**src/rtl/onehot_dec_pkg.sv**
```systemverilog
// Shared types for the one-hot decoder / scanner.
// Build option: define ONEHOT_DEC_SCAN_EN to include the auto-scan state.
package onehot_dec_pkg;

`ifdef ONEHOT_DEC_SCAN_EN
  typedef enum logic [1:0] {
    StIdle   = 2'd0,
    StDirect = 2'd1,
    StScan   = 2'd2
  } state_e;
`else
  typedef enum logic [1:0] {
    StIdle   = 2'd0,
    StDirect = 2'd1
  } state_e;
`endif

  // Counter width able to hold 0..div-1; never below one bit.
  function automatic int unsigned cnt_width(int unsigned div);
    return (div > 1) ? $clog2(div) : 1;
  endfunction

endpackage

```
**src/rtl/onehot_dec_seq_if.sv**
```systemverilog
// Handshake and output bundle of the one-hot decoder.
// master drives the code/control side, slave is the decoder itself.
interface onehot_dec_seq_if #(
  parameter int unsigned W     = 2,
  parameter int unsigned N_OUT = 3
) ();

  logic             en;
  logic             mode;
  logic [W-1:0]     x;
  logic             x_valid;
  logic             x_ready;
  logic [N_OUT-1:0] y;
  logic             y_valid;
  logic [W-1:0]     idx;
  logic             err;

  modport master (
    output en, mode, x, x_valid,
    input  x_ready, y, y_valid, idx, err
  );

  modport slave (
    input  en, mode, x, x_valid,
    output x_ready, y, y_valid, idx, err
  );

endinterface

```
**src/rtl/onehot_scan_prescaler.sv**
```systemverilog
// Scan dwell prescaler: free-running 0..DIV-1 counter with a terminal-count flag.
// Only instantiated when ONEHOT_DEC_SCAN_EN is defined.
module onehot_scan_prescaler
  import onehot_dec_pkg::*;
#(
  parameter int unsigned DIV = 4
) (
  input  logic clk,
  input  logic rst_n,
  input  logic clr,
  input  logic en,
  output logic tc
);

  localparam int unsigned CntW = cnt_width(DIV);
  localparam logic [CntW-1:0] Last = CntW'(DIV - 1);

  logic [CntW-1:0] cnt_q;

  // Count enabled clocks, wrapping at DIV-1; clr wins over counting.
  always_ff @(posedge clk) begin
    if (!rst_n) begin
      cnt_q <= '0;
    end else if (clr) begin
      cnt_q <= '0;
    end else if (en) begin
      cnt_q <= (cnt_q == Last) ? '0 : cnt_q + CntW'(1);
    end
  end

  assign tc = (cnt_q == Last);

endmodule

```
**src/rtl/onehot_dec_seq.sv**
```systemverilog
// Registered binary-to-one-hot decoder with optional auto-scan.
// Build option: ONEHOT_DEC_SCAN_EN adds the scan state and prescaler; without it
// mode is ignored and every enabled cycle accepts a code.
module onehot_dec_seq
  import onehot_dec_pkg::*;
#(
  parameter int unsigned W     = 2,
  parameter int unsigned N_OUT = 3,
  parameter int unsigned DIV   = 4
) (
  input logic               clk,
  input logic               rst_n,
  onehot_dec_seq_if.slave   bus
);

  state_e           state_q;
  logic [N_OUT-1:0] y_q;
  logic [W-1:0]     idx_q;
  logic             y_valid_q;
  logic             err_q;

  logic mode_eff;
  logic xfer;
  logic in_range;

  function automatic logic [N_OUT-1:0] dec(logic [W-1:0] code);
    return N_OUT'(1) << code;
  endfunction

`ifdef ONEHOT_DEC_SCAN_EN
  logic         scan_tc;
  logic         pre_clr;
  logic         pre_en;
  logic [W-1:0] scan_next;

  assign mode_eff = bus.mode;

  // Counter restarts on scan entry and only runs while actually scanning.
  assign pre_clr = bus.en & mode_eff & (state_q != StScan);
  assign pre_en  = bus.en & mode_eff & (state_q == StScan);

  onehot_scan_prescaler #(
    .DIV (DIV)
  ) u_prescaler (
    .clk   (clk),
    .rst_n (rst_n),
    .clr   (pre_clr),
    .en    (pre_en),
    .tc    (scan_tc)
  );

  assign scan_next = (idx_q == W'(N_OUT - 1)) ? '0 : idx_q + W'(1);
`else
  assign mode_eff = 1'b0;

  // Scan-only configuration and the idle/direct distinction have no consumer here.
  logic unused_cfg;
  assign unused_cfg = ^{DIV, bus.mode, state_q};
`endif

  assign bus.x_ready = bus.en & ~mode_eff;
  assign xfer        = bus.x_valid & bus.x_ready;
  assign in_range    = (32'(bus.x) < N_OUT);

  // Control FSM with registered outputs; en low freezes everything but the pulses.
  always_ff @(posedge clk) begin
    if (!rst_n) begin
      state_q   <= StIdle;
      y_q       <= '0;
      idx_q     <= '0;
      y_valid_q <= 1'b0;
      err_q     <= 1'b0;
    end else begin
      y_valid_q <= 1'b0;
      err_q     <= 1'b0;
      if (bus.en) begin
`ifdef ONEHOT_DEC_SCAN_EN
        if (mode_eff && (state_q != StScan)) begin
          state_q   <= StScan;
          idx_q     <= '0;
          y_q       <= dec('0);
          y_valid_q <= 1'b1;
        end else if (!mode_eff && (state_q == StScan)) begin
          // Leave scan quietly, keeping the last scanned value.
          state_q <= StDirect;
        end else if (state_q == StScan) begin
          if (scan_tc) begin
            idx_q     <= scan_next;
            y_q       <= dec(scan_next);
            y_valid_q <= 1'b1;
          end
        end else
`endif
        if (xfer) begin
          state_q   <= StDirect;
          y_valid_q <= 1'b1;
          if (in_range) begin
            y_q   <= dec(bus.x);
            idx_q <= bus.x;
          end else begin
            y_q   <= '0;
            idx_q <= '0;
            err_q <= 1'b1;
          end
        end
      end
    end
  end

  assign bus.y       = y_q;
  assign bus.idx     = idx_q;
  assign bus.y_valid = y_valid_q;
  assign bus.err     = err_q;

  // y is one-hot or empty, and idx always names the asserted bit.
  a_onehot: assert property (@(posedge clk) disable iff (!rst_n) $onehot0(bus.y));
  a_idx_zero: assert property (@(posedge clk) disable iff (!rst_n)
                               (bus.y == '0) |-> (bus.idx == '0));
  a_idx_match: assert property (@(posedge clk) disable iff (!rst_n)
                                (bus.y != '0) |-> (bus.y == dec(bus.idx)));

endmodule

```
**src/flat_wrapper.sv**
```systemverilog
// flat-port wrapper written by rule: the top's interface ports become plain ports
module onehot_dec_seq_flat import onehot_dec_pkg::*;
#(
  parameter int unsigned W     = 2,
  parameter int unsigned N_OUT = 3,
  parameter int unsigned DIV   = 4
)
  (clk, rst_n, bus_en, bus_mode, bus_x, bus_x_valid, bus_x_ready, bus_y, bus_y_valid, bus_idx, bus_err);
  onehot_dec_seq_if #(.W(W), .N_OUT(N_OUT)) bus_i ();
  input logic clk;
  input logic rst_n;
  input wire logic [$bits(bus_i.en)-1:0] bus_en;
  input wire logic [$bits(bus_i.mode)-1:0] bus_mode;
  input wire logic [$bits(bus_i.x)-1:0] bus_x;
  input wire logic [$bits(bus_i.x_valid)-1:0] bus_x_valid;
  output wire logic [$bits(bus_i.x_ready)-1:0] bus_x_ready;
  output wire logic [$bits(bus_i.y)-1:0] bus_y;
  output wire logic [$bits(bus_i.y_valid)-1:0] bus_y_valid;
  output wire logic [$bits(bus_i.idx)-1:0] bus_idx;
  output wire logic [$bits(bus_i.err)-1:0] bus_err;
  assign bus_i.en = bus_en;
  assign bus_i.mode = bus_mode;
  assign bus_i.x = bus_x;
  assign bus_i.x_valid = bus_x_valid;
  assign bus_x_ready = bus_i.x_ready;
  assign bus_y = bus_i.y;
  assign bus_y_valid = bus_i.y_valid;
  assign bus_idx = bus_i.idx;
  assign bus_err = bus_i.err;
  onehot_dec_seq #(.W(W), .N_OUT(N_OUT), .DIV(DIV)) u_core (.clk(clk), .rst_n(rst_n), .bus(bus_i));
endmodule
```
**config.mk**
```make
export PLATFORM = sky130hd
export DESIGN_NAME = onehot_dec_seq_flat
export DESIGN_NICKNAME = d
export VERILOG_FILES = /design/src/rtl/onehot_dec_pkg.sv /design/src/rtl/onehot_dec_seq_if.sv /design/src/rtl/onehot_scan_prescaler.sv /design/src/rtl/onehot_dec_seq.sv /design/src/flat_wrapper.sv
export SDC_FILE = /design/constraint.sdc
export NUM_CORES = 1
export LEC_CHECK = 0
export ABC_AREA = 1
export CAP_MARGIN = 20
export CORE_AREA = 3 3 40 42
export DETAILED_ROUTE_END_ITERATION = 7
export DIE_AREA = 0 0 43 45
export PLACE_DENSITY = 0.51
export SLEW_MARGIN = 10
export SYNTH_ARGS = -nofsm -noshare
export SYNTH_HDL_FRONTEND = slang
export SYNTH_SLANG_ARGS = --single-unit
```
**constraint.sdc**
```tcl
create_clock -name clk -period 0.9 [get_ports clk]
set_clock_uncertainty 0.05 [all_clocks]
set_input_delay 0.225 -clock clk [delete_from_list [all_inputs] [get_ports clk]]
set_output_delay 0.225 -clock clk [all_outputs]
set_load 0.02 [all_outputs]
```
# [Word-level counts from Yosys, hierarchy flattened]
# Index checks and enable logic that the tools add are counted.
# Widths: inputs -> output; s select.
[classes] addsub=0 multipliers=0 div=0 n_lt_le_gt_ge=1 eq_ne=0 shift=1 n_mux=4 bitwise_logic=1 reduce_logical=3
[ops] op="$reduce_and 2->1" count=2
[ops] op="$mux 3" count=1
[ops] op="$reduce_and 3->1" count=1
[ops] op="$shl 1x2->3 const A" count=1
[ops] op="$lt 2x2->1 const B" count=1
[ops] op="$mux 1" count=2
[ops] op="$mux 2" count=1
[ops] op="$and 1x1->1" count=1
[totals] register_bits=7 latch_bits=0 ram_bits=0 rom_bits=0 in_bits=7 n_memories=0

# [Depth between registers and ports, before layout]
# Gate-level depths: netlist (run 1).
[logic_depth] depth_word=2 ltp_mapped=4

# [Worst setup path before layout (run 1)]
# Ideal clock, no wire load.
[synth_path] path_kind="register to output" start="register, netlist name u_core.bus.idx[0]" end="output bus_y[1]" t_arrival_ns=0.616 t_required_ns=0.625 path_slack_ns=0.009 path_stages_with_launch=2 path_cell_list="dfxtp_1 buf_4"
[synth_lines] item="to (decl)" line_no="flat_wrapper.sv:17" rtl="output wire logic [$bits(bus_i.y)-1:0] bus_y;"

# [Final worst setup path (run 1)]
[layout_path] start="register u_core.idx_q[1], in the netlist u_core.bus.idx[1]" end="output bus_idx[1]"
[layout_lines] item="from (decl)" line_no="onehot_dec_seq.sv:18" rtl="logic [W-1:0] idx_q;"
[layout_lines] item="from (signal assigned)" line_no="onehot_dec_seq.sv:99" rtl="idx_q <= bus.x;"
[layout_lines] item="to (decl)" line_no="flat_wrapper.sv:19" rtl="output wire logic [$bits(bus_i.idx)-1:0] bus_idx;"
# No word-level cell between the ends.

==> impl_metrics.csv, run 1 <==
group,metric,value,unit
sta,fin_crit,0.988,ns
clocking,clk_latency,0.24,ns
clocking,cts_hold_buffers,0,
route,ant_nets,0,
floorplan,rows,13,
place,dp_hpwl,337,µm
yosys,synth_area_leaders,"dfxtp_1 (47%), nor2_1 (14%), nand2_1 (12%)",
floorplan,dieArea,1940,µm²
sta,worstMarginPinSlew,0.176,ns
status,status,"finished with violations",
critical_path,worstPathArrival,0.71,ns
clocking,cts_buffer_depth,2,
global_route,grt_pass1_wl,800,µm
global_route,gr-total-overflow,0,
global_route,grt_pass1_vias,210,
yosys,ys_warn_count,0,
critical_path,cp.required,0.62,ns
finish,mostFrequentLayoutCells,"nor2_1 (8), buf_6 (8), nand2_1 (7), inv_1 (5)",
min_path,hold_class,"input port to register",
power_and_ir_drop,ir_worst_vdd,0.688,mV
critical_path,cp-start-kind,"register",
global_route,grt_max_degree,9,
floorplan,core_area,1280,µm²
yosys,ys_types,8,
critical_path,critPathKind,"register to primary output",
sta,hold_viol_final,0,
critical_path,crit_chain,"buf_6",
yosys,synth.net_count,38,
critical_path,critPathSlowestCell,"dfxtp_4",
global_route,antenna_found_initial,0,
clocking,path_clk_slew,0.04,ns
finish,drive_gt1_frac,0.426,
floorplan,fp.dieH,45,µm
floorplan,initial_utilization,0.167,
clocking,cts.sinks,5,
clocking,htreeDepth,1,
power_and_ir_drop,powerDensity,1530,nW/µm²
route,wl_per_cell,7.24,µm
critical_path,crit_family,"flip-flops",
clocking,cts_buffers,3,
route,vias,227,
clocking,cts_tree,"built",
route,drt-initial-drc-count,0,
place,globalplace.congestion,0.670,
sta,period_share,1.10,
sta,max_clock_freq,1010,MHz
sta,rsz0062_at_grt,"yes",
finish,syn_to_final_growth,95.3,%
critical_path,crit_fanout,3,
global_route,grt_usage,0.0660,
place,dp_slack,-0.672,ns
clocking,root_buffer,"clkbuf_4",
sta,hold_slack,0.210,ns
place,io_buffer_count,13,
sta,setup_violations,7,
route,drtPass1Iterations,1,
power_and_ir_drop,p_leak,0.240,nW
yosys,ys_seq_area_frac,0.468,
route,drc_errors,0,
finish,diodes,0,
critical_path,critical_path_buf_inv_count,1,
yosys,synth_area,214,µm²
sta,finalSetupTns,-0.493,ns
status,violations,"negative setup slack",
critical_path,endpoint_kind,"primary output",
floorplan,pin_count,15,
floorplan,die_w,43,µm
sta,worst_slack,-0.0880,ns
yosys,syn_area_per_cell,6.90,µm²
job,drv_cap,0,
finish,final_nets,55,
yosys,netlist_instances,31,
sta,slew_violations,0,
route,drt_wl_total,449,µm
yosys,synth_seq_cells,5,
finish,final_util,0.325,
yosys,post-synth-top-area-cell,"dfxtp_1",
sta,maxSlewHeadroom,0.883,
critical_path,max_stage_delay,0.34,ns
route,routed_via_density,3.66,
yosys,synth_top_cell_area_share,0.468,
==> per-stage QoR <==
stage / power [mW] / instance area [µm²] / instances
2_1_floorplan: 0.306 / 214 / 31
5_1_grt: 0.688 / 418 / 62
3_3_place_gp: 0.366 / 348 / 57
3_5_place_dp: 0.367 / 348 / 57
4_1_cts: 0.656 / 393 / 61
6_report: 0.639 / 418 / 62
==> registers in the layout, summed over array words and instances (netlist names) <==
register,flops
u_core.bus.y,1
u_core.bus.idx,2
u_core.bus.err,1
u_core.bus.y_valid,1
==> path summary, 6_finish.rpt <==
path	startpoint	end	slack, ns	cells after the start
setup / recovery	u_core.bus.idx[1]$_SDFFE_PN0P_	bus_idx[1]	-0.09	1
hold / removal	bus_x[1]	u_core.bus.err$_SDFF_PN0_	0.21	3
setup reg to reg	u_core.bus.y[0]$_SDFFE_PN0P_	u_core.bus.y[0]$_SDFFE_PN0P_	0.13	5
hold reg to reg	u_core.bus.idx[0]$_SDFFE_PN0P_	u_core.bus.idx[0]$_SDFFE_PN0P_	0.49	4
==> metal layers <==
layer / vias up / GRT usage / wire length (µm)
met5: - / 0 / 0
met4: 0 / 0.0542 / 0
met3: 0 / 0.0717 / 76
met2: 15 / 0.0778 / 180
met1: 92 / 0.0633 / 192
li1: 120 / - / -
==> repair_timing <==
item	CTS	global route
endpoints found under the setup margin	12	11
pin swaps	1	0
setup buffers	0	1
resized for setup	55	6
==> kinds of logic (layout without fill, tap and decap cells) <==
family          Yosys count  after routing  share of synthesized area
buf+inv                   8             24                      0.193
flops                     5              5                      0.468
compound gates            1              1                     0.0234
simple gates             17             17                      0.316
==> layout make-up <==
cell class	instances	area, µm²
tap	15	18.8
multi-input combinational	18	81.3
fill	141	867
sequential	5	109
clock buffer	4	26.3
inverter	5	18.8
timing repair buffer	15	164
==> worst reg2reg max path, delay by kind of cell, from the launching register on <==
family | cells | cell delay (ns)
buf+inv | 2 | 0.16
flops | 1 | 0.32
simple gates | 3 | 0.13
==> synth_stat cells <==
library cell  number
nand2_1            7
a21oi_1            1
dfxtp_1            5
buf_4              3
nor3_1             1
nand2_2            1
nor2_1             8
inv_1              5
==> power by group <==
| part | leakage [nW] | switching (mW) | internal, mW | total [mW] |
|---|---|---|---|---|
| logic | 0.181 | 0.0618 | 0.0688 | 0.131 |
| registers | 0.0433 | 0.00879 | 0.234 | 0.243 |
| clock network | 0.0150 | 0.0976 | 0.168 | 0.266 |
Note: power is estimated with default switching activity, not from simulation.
==> run 2: changes to the inputs <==
--- a/config.mk
+++ b/config.mk
@@ -7,9 +7,9 @@
 export LEC_CHECK = 0
 export ABC_AREA = 1
 export CAP_MARGIN = 20
-export CORE_AREA = 3 3 40 42
+export CORE_AREA = 2 2 39 41
 export DETAILED_ROUTE_END_ITERATION = 7
-export DIE_AREA = 0 0 43 45
+export DIE_AREA = 0 0 41 43
 export PLACE_DENSITY = 0.51
 export SLEW_MARGIN = 10
 export SYNTH_ARGS = -nofsm -noshare
==> impl_metrics.csv, run 2 (synthesis results as in run 1) <==
group,metric,value,unit
critical_path,cp.required,0.62,ns
route,ant_nets,0,
place,dp_cells,57,
finish,fill_cells,156,
finish,seq_area,109,µm²
critical_path,crit_chain,"buf_6",
critical_path,crit_family,"flip-flops",
finish,multi_input_area,76.3,µm²
finish,largest_register_ffs,2,
global_route,grt_usage,0.0672,
floorplan,initial_utilization,0.155,
job,drv_cap,0,
critical_path,max_stage_delay,0.34,ns
global_route,gr-total-overflow,0,
place,dp_slack,-0.709,ns
floorplan,fp.dieH,43,µm
route,drt-initial-drc-count,1,
place,io_buffer_count,13,
clocking,root_buffer,"clkbuf_4",
sta,rsz0062_at_grt,"yes",
critical_path,critical_path_buf_inv_count,1,
clocking,cts_hold_buffers,0,
route,drt_wl_total,450,µm
floorplan,dieArea,1760,µm²
critical_path,critPathSlowestCell,"dfxtp_4",
sta,fin_crit,0.981,ns
critical_path,cp-start-kind,"register",
critical_path,worstRegToRegCells,5,
critical_path,critPathKind,"register to primary output",
sta,max_clock_freq,1020,MHz
min_path,hold_class,"input port to register",
sta,worstMarginPinSlew,0.180,ns
min_path,hold_depth,3,
sta,hold_slack,0.224,ns
finish,final_nets,54,
place,dp_hpwl,325,µm
clocking,clk_latency,0.24,ns
floorplan,die_w,41,µm
min_path,hp-start,"bus_x[1]",
critical_path,r2r_end,"u_core.bus.idx[1]$_SDFFE_PN0P_",
critical_path,endpoint_kind,"primary output",
route,drtPass1Iterations,2,
global_route,grt_pass1_vias,182,
place,globalplace.congestion,0.686,
clocking,cts_buffer_depth,2,
sta,finalSetupTns,-0.449,ns
sta,setup_violations,7,
status,status,"finished with violations",
route,drc_errors,0,
floorplan,core_area,1380,µm²
power_and_ir_drop,p_leak,0.223,nW
clocking,path_clk_slew,0.04,ns
critical_path,crit_fanout,3,
route,vias,215,
global_route,grt_pass1_wl,752,µm
min_path,min_to,"u_core.bus.err$_SDFF_PN0_",
finish,mostFrequentLayoutCells,"nor2_1 (8), buf_6 (8), nand2_1 (7), inv_1 (5), dfxtp_2 (4)",
floorplan,rows,14,
power_and_ir_drop,powerDensity,1550,nW/µm²
sta,hold_viol_final,0,
route,routed_via_density,3.47,
clocking,cts_tree,"built",
finish,syn_to_final_growth,88.9,%
clocking,cts.sinks,5,
sta,slew_violations,0,
finish,diodes,0,
global_route,grt_max_degree,9,
clocking,cts_buffers,3,
status,violations,"negative setup slack",
sta,worst_slack,-0.0814,ns
clocking,htreeDepth,1,
finish,layout.cells.non_filler,62,
critical_path,rr_startpoint,"u_core.bus.idx[1]$_SDFFE_PN0P_",
route,wl_per_cell,7.26,µm
finish,drive_gt1_frac,0.413,
sta,maxSlewHeadroom,0.880,
critical_path,worstPathArrival,0.71,ns
global_route,antenna_found_initial,0,
power_and_ir_drop,ir_worst_vdd,0.525,mV
sta,period_share,1.09,
floorplan,pin_count,15,
critical_path,rrSetupSlack,0.11,ns
-- run 2: worst max-delay path by stage --
stage                              startpoint           to  cells after the start
2_1_floorplan  u_core.bus.idx[0]$_SDFFE_PN0P_     bus_y[1]                      1
3_3_place_gp                           bus_en  bus_x_ready                      2
3_5_place_dp                           bus_en  bus_x_ready                      2
4_1_cts        u_core.bus.idx[0]$_SDFFE_PN0P_   bus_idx[0]                      1
5_1_grt        u_core.bus.idx[0]$_SDFFE_PN0P_   bus_idx[0]                      1
6_report       u_core.bus.idx[0]$_SDFFE_PN0P_   bus_idx[0]                      1
-- run 2: repair_timing --
action	4_1_cts	5_1_grt
setup endpoints to repair	11	12
pin swaps	3	0
buffers inserted	1	0
resized for setup	56	5
-- run 2: metrics by stage --
step | cell area, µm² | utilization | total power, mW
after detailed placement | 342 | 0.247 | 0.364
after global placement | 342 | 0.247 | 0.363
after CTS | 393 | 0.284 | 0.649
after global routing | 404 | 0.292 | 0.673
after floorplan | 214 | - | 0.306
final | 404 | 0.292 | 0.626
-- run 2: power breakdown --
part           internal, mW  total (mW)  switching, mW
Combinational        0.0645       0.125         0.0605
Clock                 0.168       0.258         0.0902
Sequential            0.234       0.243        0.00901
-- run 2: cell type report --
type | instances | share of cell area
Clock buffer | 4 | 0.0650
Timing Repair Buffer | 14 | 0.381
Sequential cell | 5 | 0.269
Inverter | 5 | 0.0464
Tap cell | 16 | 0.0495
Multi-Input combinational cell | 18 | 0.189
-- run 2: routing by layer --
| layer | global-route usage | vias up | routed length [µm] | share of wire |
|---|---|---|---|---|
| met3 | 0.0314 | 0 | 40 | 0.089 |
| met4 | 0.0600 | 0 | 0 | 0 |
| met1 | 0.0897 | 87 | 216 | 0.48 |
| met2 | 0.0750 | 11 | 193 | 0.43 |
| met5 | 0 | - | 0 | 0 |
| li1 | - | 117 | - | - |
==> run 3: changes to the inputs <==
--- a/config.mk
+++ b/config.mk
@@ -11,6 +11,8 @@
 export DETAILED_ROUTE_END_ITERATION = 7
 export DIE_AREA = 0 0 41 43
 export PLACE_DENSITY = 0.51
+export REMOVE_ABC_BUFFERS = 1
+export SETUP_SLACK_MARGIN = 0.4
 export SLEW_MARGIN = 10
 export SYNTH_ARGS = -nofsm -noshare
 export SYNTH_HDL_FRONTEND = slang
==> impl_metrics.csv, run 3 (synthesis results as in run 1) <==
group,metric,value,unit
sta,worstMarginPinSlew,0.104,ns
sta,rsz0062_at_grt,"yes",
floorplan,fp.dieH,43,µm
floorplan,initial_utilization,0.155,
min_path,hold_class,"input port to register",
global_route,grt_pass1_vias,196,
finish,seq_area,109,µm²
clocking,path_clk_slew,0.05,ns
power_and_ir_drop,ir_worst_vdd,0.509,mV
sta,slew_violations,0,
finish,largest_register_ffs,2,
route,drtPass1Iterations,4,
global_route,grt_usage,0.0733,
clocking,htreeDepth,1,
finish,syn_to_final_growth,96.5,%
sta,maxSlewHeadroom,0.930,
floorplan,dieArea,1760,µm²
floorplan,die_w,41,µm
power_and_ir_drop,p_sw,181,µW
clocking,root_buffer,"clkbuf_4",
route,ant_nets,0,
global_route,antenna_found_initial,0,
finish,multi_input_area,95.1,µm²
finish,mostFrequentLayoutCells,"buf_6 (11), nor2_1 (8), nand2_1 (7), dfxtp_2 (4)",
route,drt_wl_total,490,µm
place,dp_hpwl,327,µm
clocking,cts_buffer_depth,2,
sta,setup_violations,7,
critical_path,critPathSlowestCell,"dfxtp_4",
critical_path,crit_fanout,3,
sta,fin_crit,0.997,ns
status,violations,"negative setup slack",
critical_path,critical_path_buf_inv_count,1,
clocking,clk_latency,0.24,ns
finish,final_nets,56,
place,globalplace.congestion,0.704,
sta,max_clock_freq,1000,MHz
critical_path,crit_chain,"buf_6",
global_route,grt_pass1_wl,772,µm
sta,hold_slack,0.165,ns
power_and_ir_drop,p_clk_frac,0.411,
critical_path,worstPathArrival,0.72,ns
finish,fill_cells,155,
job,drv_cap,0,
status,status,"finished with violations",
power_and_ir_drop,power_frac_seq,0.372,
clocking,cts.sinks,5,
floorplan,pin_count,15,
route,drt-initial-drc-count,2,
critical_path,crit_family,"flip-flops",
global_route,grt_max_degree,9,
critical_path,endpoint_kind,"primary output",
finish,layout_commonest_cell,"buf_6",
sta,period_share,1.11,
route,wl_per_cell,7.66,µm
clocking,cts_tree,"built",
place,io_buffer_count,13,
floorplan,core_area,1380,µm²
sta,worst_slack,-0.0966,ns
power_and_ir_drop,p_int,476,µW
critical_path,max_stage_delay,0.35,ns
finish,diodes,0,
route,vias,222,
floorplan,rows,14,
power_and_ir_drop,comb_power_share,0.217,
power_and_ir_drop,p_leak,0.210,nW
route,drc_errors,0,
clocking,cts_buffers,3,
global_route,gr-total-overflow,0,
power_and_ir_drop,finalPower,657,µW
route,routed_via_density,3.47,
power_and_ir_drop,p_sw_frac,0.275,
sta,hold_viol_final,0,
finish,drive_gt1_frac,0.604,
clocking,cts_hold_buffers,0,
critical_path,cp.required,0.62,ns
power_and_ir_drop,powerDensity,1560,nW/µm²
critical_path,critPathKind,"register to primary output",
critical_path,cp-start-kind,"register",
## run 3: cell types whose count changed in the layout (fill, tap and decap cells not counted), moves of 2 or more
cell	change
buf_6	+3
dlymetal6s2s_1	-3
buf_2	+3
inv_2	+2
inv_1	-2
## run 3: power by group through the flow
| stage | clock network, mW | logic (mW) | registers (mW) |
|---|---|---|---|
| global route | 0.300 | 0.154 | 0.246 |
| detailed placement | 0 | 0.123 | 0.244 |
| global placement | 0 | 0.122 | 0.243 |
| floorplan | 0 | 0.0276 | 0.265 |
| CTS | 0.279 | 0.131 | 0.244 |
| finish | 0.270 | 0.142 | 0.244 |
## run 3: what timing repair did
action                     in CTS  in global routing
pin swaps                       4                  3
buffers inserted                0                  2
setup endpoints to repair      13                 12
cloned                          0                  0
resized for setup              73                  9
## run 3: cell type report
cell class	count	share of cell area
sequential	5	0.259
multi-input combinational	18	0.226
timing repair buffer	16	0.360
inverter	5	0.0446
tap	16	0.0476
clock buffer	4	0.0625
## run 3: metrics by stage
stage	worst slack, ns	TNS, ns	std cells	instance area (µm²)	utilization
after floorplan	-0.00837	-0.0167	28	191	-
after global placement	-0.673	-4.21	58	349	0.252
after detailed placement	-0.688	-4.33	58	349	0.252
after CTS	-0.0980	-0.563	62	402	0.290
after global routing	-0.122	-0.732	64	420	0.304
final	-0.0966	-0.525	64	420	0.304
## run 3: layer usage
layer / wire length, µm / vias up / part of all wire / GRT usage
met1: 213 / 90 / 0.43 / 0.0740
met5: 0 / - / 0 / 0
met4: 10 / 0 / 0.020 / 0.0800
met2: 224 / 10 / 0.46 / 0.0906
li1: - / 120 / - / -
met3: 41 / 2 / 0.084 / 0.0471
## run 3: worst paths after layout
path | startpoint | endpoint | slack [ns] | cells after the start
hold / removal | bus_x[1] | u_core.bus.err$_SDFF_PN0_ | 0.17 | 3
setup / recovery | u_core.bus.idx[0]$_SDFFE_PN0P_ | bus_idx[0] | -0.1 | 1
hold reg to reg | u_core.bus.y[0]$_SDFFE_PN0P_ | u_core.bus.y[0]$_SDFFE_PN0P_ | 0.47 | 4
setup reg to reg | u_core.bus.idx[0]$_SDFFE_PN0P_ | u_core.bus.idx[0]$_SDFFE_PN0P_ | 0.13 | 5
